### src/rtl/alu_pkg.sv
// Shared types and constants for the ALU request master: opcodes, error codes,
// FSM states and the command screening rule.
package alu_pkg;

   localparam int DATA_W_DEF = 32;

   typedef enum logic [3:0] {
      OP_ADD = 4'd0,
      OP_SUB = 4'd1,
      OP_MUL = 4'd2,
      OP_DIV = 4'd3,
      OP_MOD = 4'd4,
      OP_POW = 4'd5,
      OP_SHR = 4'd6,
      OP_SHL = 4'd7
   } alu_op_e;

   localparam logic [1:0] ERR_NONE       = 2'd0;
   localparam logic [1:0] ERR_ILLEGAL_OP = 2'd1;
   localparam logic [1:0] ERR_DIV_ZERO   = 2'd2;

   typedef enum logic {
      S_IDLE  = 1'b0,
      S_DRIVE = 1'b1
   } state_e;

   // Illegal opcode outranks divide/modulo by zero.
   function automatic logic [1:0] cmd_err(input logic [3:0] op, input logic b_zero);
      if (op[3]) return ERR_ILLEGAL_OP;
      if ((op == OP_DIV || op == OP_MOD) && b_zero) return ERR_DIV_ZERO;
      return ERR_NONE;
   endfunction

endpackage

### src/rtl/alu_rsp_fifo.sv
// Synchronous response FIFO; the head entry is read straight from the storage
// flops so the output is stable whenever the FIFO is non-empty.
module alu_rsp_fifo #(
   parameter int WIDTH = 38,
   parameter int DEPTH = 4
) (
   input  logic                           clk,
   input  logic                           rst,
   input  logic                           push,
   input  logic [WIDTH-1:0]               push_data,
   input  logic                           pop,
   output logic [WIDTH-1:0]               head,
   output logic [$clog2(DEPTH+1)-1:0]     count,
   output logic                           full,
   output logic                           empty
);

   localparam int PTR_W = $clog2(DEPTH);
   localparam int CNT_W = $clog2(DEPTH+1);

   logic [WIDTH-1:0] mem_q [DEPTH];
   logic [WIDTH-1:0] mem_d [DEPTH];
   logic [PTR_W-1:0] wr_q, wr_d, rd_q, rd_d;
   logic [CNT_W-1:0] cnt_q, cnt_d;
   logic             do_push, do_pop;

   assign full    = (cnt_q == CNT_W'(DEPTH));
   assign empty   = (cnt_q == '0);
   assign count   = cnt_q;
   assign head    = mem_q[rd_q];
   // At full a push is still taken when the head leaves on the same edge.
   assign do_push = push && (!full || pop);
   assign do_pop  = pop && !empty;

   always_comb begin
      mem_d = mem_q;
      wr_d  = wr_q;
      rd_d  = rd_q;
      cnt_d = cnt_q;
      if (do_push) begin
         mem_d[wr_q] = push_data;
         wr_d        = wr_q + 1'b1;
      end
      if (do_pop) rd_d = rd_q + 1'b1;
      if (do_push && !do_pop)      cnt_d = cnt_q + 1'b1;
      else if (!do_push && do_pop) cnt_d = cnt_q - 1'b1;
   end

   always_ff @(posedge clk or posedge rst) begin
      if (rst) begin
         mem_q <= '{default: '0};
         wr_q  <= '0;
         rd_q  <= '0;
         cnt_q <= '0;
      end else begin
         mem_q <= mem_d;
         wr_q  <= wr_d;
         rd_q  <= rd_d;
         cnt_q <= cnt_d;
      end
   end

endmodule

### src/rtl/alu_req_master.sv
// Drives commands onto a combinational ALU, samples the result after a settle
// time and returns it with its tag; illegal/div-by-zero commands are answered directly.
module alu_req_master
   import alu_pkg::*;
#(
   parameter int DATA_W = DATA_W_DEF,
   parameter int TAG_W  = 4,
   parameter int SETTLE = 1,
   parameter int DEPTH  = 4
) (
   input  logic              clk,
   input  logic              rst,
   input  logic              cmd_valid,
   output logic              cmd_ready,
   input  logic [DATA_W-1:0] cmd_a,
   input  logic [DATA_W-1:0] cmd_b,
   input  logic [3:0]        cmd_op,
   input  logic [TAG_W-1:0]  cmd_tag,
   output logic [DATA_W-1:0] alu_num1,
   output logic [DATA_W-1:0] alu_num2,
   output logic [3:0]        alu_op,
   input  logic [DATA_W-1:0] alu_num3,
   output logic              rsp_valid,
   input  logic              rsp_ready,
   output logic [DATA_W-1:0] rsp_data,
   output logic [TAG_W-1:0]  rsp_tag,
   output logic [1:0]        rsp_err
);

   localparam int FW     = DATA_W + TAG_W + 2;
   localparam int SCNT_W = $clog2(SETTLE+1);
   localparam int FCNT_W = $clog2(DEPTH+1);

   state_e             state_q, state_d;
   logic [DATA_W-1:0]  num1_q, num1_d, num2_q, num2_d;
   logic [3:0]         op_q, op_d;
   logic [TAG_W-1:0]   tag_q, tag_d;
   logic [SCNT_W-1:0]  cnt_q, cnt_d;

   logic [1:0]         err;
   logic               accept;
   logic               push;
   logic [FW-1:0]      push_data;
   logic [FW-1:0]      head;
   logic [FCNT_W-1:0]  fifo_count;
   logic               fifo_full;
   logic               fifo_empty;

   // Gating with rst keeps cmd_ready low for the whole reset pulse.
   assign cmd_ready = !rst && (state_q == S_IDLE) && (fifo_count < FCNT_W'(DEPTH));
   assign accept    = cmd_valid && cmd_ready;
   assign err       = cmd_err(cmd_op, cmd_b == '0);

   assign alu_num1  = num1_q;
   assign alu_num2  = num2_q;
   assign alu_op    = op_q;

   assign rsp_valid = !fifo_empty;
   assign rsp_data  = head[FW-1 -: DATA_W];
   assign rsp_tag   = head[2 +: TAG_W];
   assign rsp_err   = head[1:0];

   always_comb begin
      state_d   = state_q;
      num1_d    = num1_q;
      num2_d    = num2_q;
      op_d      = op_q;
      tag_d     = tag_q;
      cnt_d     = cnt_q;
      push      = 1'b0;
      push_data = '0;
      case (state_q)
         S_IDLE: begin
            if (accept) begin
               if (err != ERR_NONE) begin
                  push      = 1'b1;
                  push_data = {{DATA_W{1'b0}}, cmd_tag, err};
               end else begin
                  num1_d  = cmd_a;
                  num2_d  = cmd_b;
                  op_d    = cmd_op;
                  tag_d   = cmd_tag;
                  cnt_d   = SCNT_W'(SETTLE);
                  state_d = S_DRIVE;
               end
            end
         end
         S_DRIVE: begin
            cnt_d = cnt_q - 1'b1;
            if (cnt_q == SCNT_W'(1)) begin
               push      = 1'b1;
               push_data = {alu_num3, tag_q, ERR_NONE};
               state_d   = S_IDLE;
            end
         end
         default: state_d = S_IDLE;
      endcase
   end

   always_ff @(posedge clk or posedge rst) begin
      if (rst) begin
         state_q <= S_IDLE;
         num1_q  <= '0;
         num2_q  <= '0;
         op_q    <= '0;
         tag_q   <= '0;
         cnt_q   <= '0;
      end else begin
         state_q <= state_d;
         num1_q  <= num1_d;
         num2_q  <= num2_d;
         op_q    <= op_d;
         tag_q   <= tag_d;
         cnt_q   <= cnt_d;
      end
   end

   alu_rsp_fifo #(
      .WIDTH (FW),
      .DEPTH (DEPTH)
   ) u_fifo (
      .clk       (clk),
      .rst       (rst),
      .push      (push),
      .push_data (push_data),
      .pop       (rsp_ready),
      .head      (head),
      .count     (fifo_count),
      .full      (fifo_full),
      .empty     (fifo_empty)
   );

   // Admission control guarantees every push lands in a free slot.
   assert property (@(posedge clk) disable iff (rst) push |-> !fifo_full);

endmodule

### config.mk
export PLATFORM = sky130hd
export DESIGN_NAME = alu_req_master
export DESIGN_NICKNAME = d
export VERILOG_FILES = /design/src/rtl/alu_pkg.sv /design/src/rtl/alu_rsp_fifo.sv /design/src/rtl/alu_req_master.sv
export SDC_FILE = /design/constraint.sdc
export NUM_CORES = 1
export LEC_CHECK = 0
export BUFFER_PORTS_ARGS = -buffer_cell sky130_fd_sc_hd__buf_2
export CELL_PAD_IN_SITES_DETAIL_PLACEMENT = 0
export CELL_PAD_IN_SITES_GLOBAL_PLACEMENT = 1
export CORE_ASPECT_RATIO = 1.4
export CORE_MARGIN = 5
export CORE_UTILIZATION = 25
export DETAILED_ROUTE_END_ITERATION = 16
export PLACE_DENSITY_LB_ADDON = 0.1
export SLEW_MARGIN = 20
export SYNTH_ARGS = -nofsm -noshare
export SYNTH_HDL_FRONTEND = slang
export SYNTH_SLANG_ARGS = --single-unit
### constraint.sdc
create_clock -name clk -period 6.95 [get_ports clk]
set_input_delay 0.695 -clock clk [delete_from_list [all_inputs] [get_ports clk]]
set_output_delay 0.695 -clock clk [all_outputs]
set_load 0.05 [all_outputs]
==> key figures <==
STA
  – Fin crit period: ~3.6 ns
  – Final Hold Viols: 0
  – Worst-margin pin slew: approximately 1.0 ns
  – Max_slew headroom: between 30 and 40%
  – Final Max Tran Viols: 0
  – Clk_skew: 0.0107 ns
  – RSZ-0062 raised after global routing: no
  – Setup TNS Final: 0 ns
  – Tcrit/Tclk final: between 50% and 60%
  – Setup violators final: 0
  – Fmax: approximately 280 MHz

Logic synthesis
  – Synth Register Bits: between 200 and 250
  – Synth top cells by count: dfrtp_1, mux2_2, mux2_4
  – Syn_area_per_cell: 15.7 um2
  – Library cells used by synthesis: 38
  – Top_reg_cell synth: dfrtp_1
  – Post-synth ARST share: between 90% and 100%
  – Top cell type's share of synthesized area: between 50% and 60%
  – YS warnings: 0
  – Syn Nets: 780
  – Register area share after synthesis: 55.7%
  – EDFF count, synth: 0
  – Synth area leaders: dfrtp_1, mux2_2, mux4_2
  – Post-synth top area cell: dfrtp_1
  – Cells after synthesis: about 670
  – Mapped cell area: approximately 0.010 mm2
  – Most numerous cell in the Yosys netlist: dfrtp_1

Place
  – Placer Congestion: just under 0.7
  – Port bufs: around 220
  – HPWL Detailed: roughly 18000 um
  – Placed insts: approximately 1400

Critical path
  – CP cell instances: nor3_2 > and3_1 > o32a_2 > nor2_1 > inv_1 > ha_1 > inv_1 > fa_1 > xor2_1 > nor2_1 > xor2_1
  – CP arrival: about 4.1 ns
  – Crit path launch: state_q$_DFF_PP0_
  – Reg-to-reg endpoint: u_fifo.count[2]$_DFFE_PP0P_
  – Setup CP Type: reg -> reg
  – CP max FO: 21
  – Depth of the worst register-to-register path: 11
  – Critical R2R Launch: state_q$_DFF_PP0_
  – Slowest CP cell: dfrtp_1
  – Worst EP required: 7.43 ns
  – Worst setup EP type: flop
  – Crit path launch type: flop
  – Worst R2R Setup Slack: between 3 and 4 ns
  – CP max stage delay: approximately 0.62 ns

Hold path
  – HP Class: in -> async

Power
  – Register share of total power: 34.4%
  – PD cells: slightly below 500 mW/mm2
  – Overall Power: 6.31 mW
  – Clock power frac: between 20% and 30%
  – Switching Fraction: 41.8%
  – Worst IR drop on VDD: around 230 uV
  – NetSw: 2.63 mW
  – Internal: roughly 3.7 mW
  – Combinational power share: a little over two fifths
  – Static leakage: 6.55 nW

Global routing
  – Grt ovf: 0
  – Vias in the first global route: between 7000 and 8000
  – Initial antenna violation count: 5
  – First-pass GRT wire length: roughly 46000 um
  – M2 GR Usage: a little over a fifth
  – GR peak layer: met2
  – Met3 usage: 4.33%
  – M1 GR Usage: between 15 and 20%
  – GRT Util Overall: between 10% and 20%
  – Largest net degree at the start of global routing: approximately 180

Drt
  – Routed wire length: 29100 um
  – Pre-Repair DR Iteration Count: 4
  – DRC Markers: 0
  – Routed via count: ~6400
  – Wire length per cell: approximately 20 um
  – DRT iter0 DRCs: 190
  – Routed vias/inst: roughly 4.4
  – Antenna Violating Nets Remaining: 0

Clock tree
  – Num CTS Buffers: 28
  – Clk_lat worst skew: between 0.5 and 0.6 ns
  – Bufs on Longest Clock Path: 3
  – CTS Hold Bufs: 0
  – H-tree levels: 1
  – CTS tree: yes
  – Clock sinks: 233
  – Worst-path clk slew: ~0.060 ns
  – PostCTS Resize Cnt: 0
  – Clk root buf: clkbuf_16
  – Post-CTS setup buffer count: 0

Floorplan
  – # rows: 88
  – Chip width: 183 um
  – Die Height: ~250 um
  – Core Region: approximately 0.041 mm2
  – Starting Density: about a quarter
  – Num ports: 216
  – Die Area: ~0.046 mm2

Finish
  – Layout Nets: 993
  – Fin cells: about 1400
  – Layout cells sized above 1: ~60%
  – Layout area overhead: 24.5%

Flow run
  – Max cap viols: 0

Run status
  – Status: complete, no violations
-- per-stage QoR --
step	area (um2)	setup slack, ns	util (%)	hold slack [ns]
after floorplan	10500	3.21	-	0.474
after global placement	12100	3.21	29.2	0.464
after detailed placement	12100	3.24	29.2	0.468
after CTS	13000	3.25	31.5	0.324
after global routing	13000	3.03	31.5	0.284
final	13000	3.38	31.6	0.267
-- worst max path at each step --
stage / endpoint
after detailed placement: u_fifo.count[2]$_DFFE_PP0P_
final: u_fifo.count[2]$_DFFE_PP0P_
after global routing: u_fifo.count[2]$_DFFE_PP0P_
after global placement: u_fifo.count[2]$_DFFE_PP0P_
after floorplan: alu_num1[0]$_DFFE_PP0P_
after CTS: u_fifo.mem_q[58]$_DFFE_PP0P_
-- final cells by class --
| class | instances | area (um2) |
|---|---|---|
| antenna | 4 | 10.0 |
| clock buffer | 41 | 831 |
| clock inverter | 7 | 87.6 |
| fill | 4157 | 28300 |
| inverter | 22 | 86.3 |
| multi-input combinational | 367 | 4310 |
| sequential | 233 | 5830 |
| tap | 540 | 676 |
| timing repair buffer | 227 | 1200 |
-- registers in the layout (all words and copies together) (netlist names) --
name / count
u_fifo.wr_q: 2
u_fifo.mem_q: 152
alu_num1: 32
alu_num2: 32
cnt_q: 1
tag_q: 4
state_q: 1
alu_op: 4
u_fifo.rd_q: 2
u_fifo.count: 3
-- routing by layer --
layer / vias to the layer above / wire, um
li1: 2869 / -
met1: 3269 / 12000
met2: 194 / 14100
met3: 35 / 2400
met4: 4 / 529
met5: - / 27
-- kinds of logic (layout without fill, tap and decap cells) --
family	after synthesis	in the layout	synth area share, %
multiplexers	247	247	32.4
flip-flops	233	233	55.7
buffers and inverters	66	297	3.60
AND/OR/NAND/NOR	64	64	3.67
AO/OA/AOI/OAI	44	44	3.35
adder cells (fa/ha/maj)	6	6	0.789
XOR/XNOR	6	6	0.502
other	0	4	0
-- placed cells by master (no fill, tap or decap), drive strengths merged, types with 3 or more instances in the layout --
cell type,Yosys,final
diode,0,4
o211ai,17,17
a2bb2oi,16,16
clkinv,0,4
inv,22,21
nor4,8,8
ha,5,5
xnor2,4,4
nor3,3,3
nand2,6,6
o21ai,6,6
mux2,209,209
buf,32,227
nor2,4,4
clkbuf,12,41
o21a,4,4
mux4,38,38
and3,33,33
dfrtp,233,233
-- power groups by stage --
stage | sequential (mW) | clock, mW | combinational, mW
after floorplan | 2.77 | 0 | 1.42
after global placement | 2.19 | 0 | 2.70
after detailed placement | 2.19 | 0 | 2.71
after CTS | 2.18 | 1.55 | 2.71
after global routing | 2.24 | 1.61 | 2.82
final | 2.17 | 1.49 | 2.65
-- critical path, delay by kind of cell (launching register included) --
kind | cells | cell delay [ns]
AO/OA/AOI/OAI | 1 | 0.62
XOR/XNOR | 2 | 0.31
adder cells (fa/ha/maj) | 2 | 0.55
buffers and inverters | 2 | 0.15
flip-flops | 1 | 0.62
AND/OR/NAND/NOR | 4 | 1.24
Note: power is estimated with default switching activity, not from simulation.
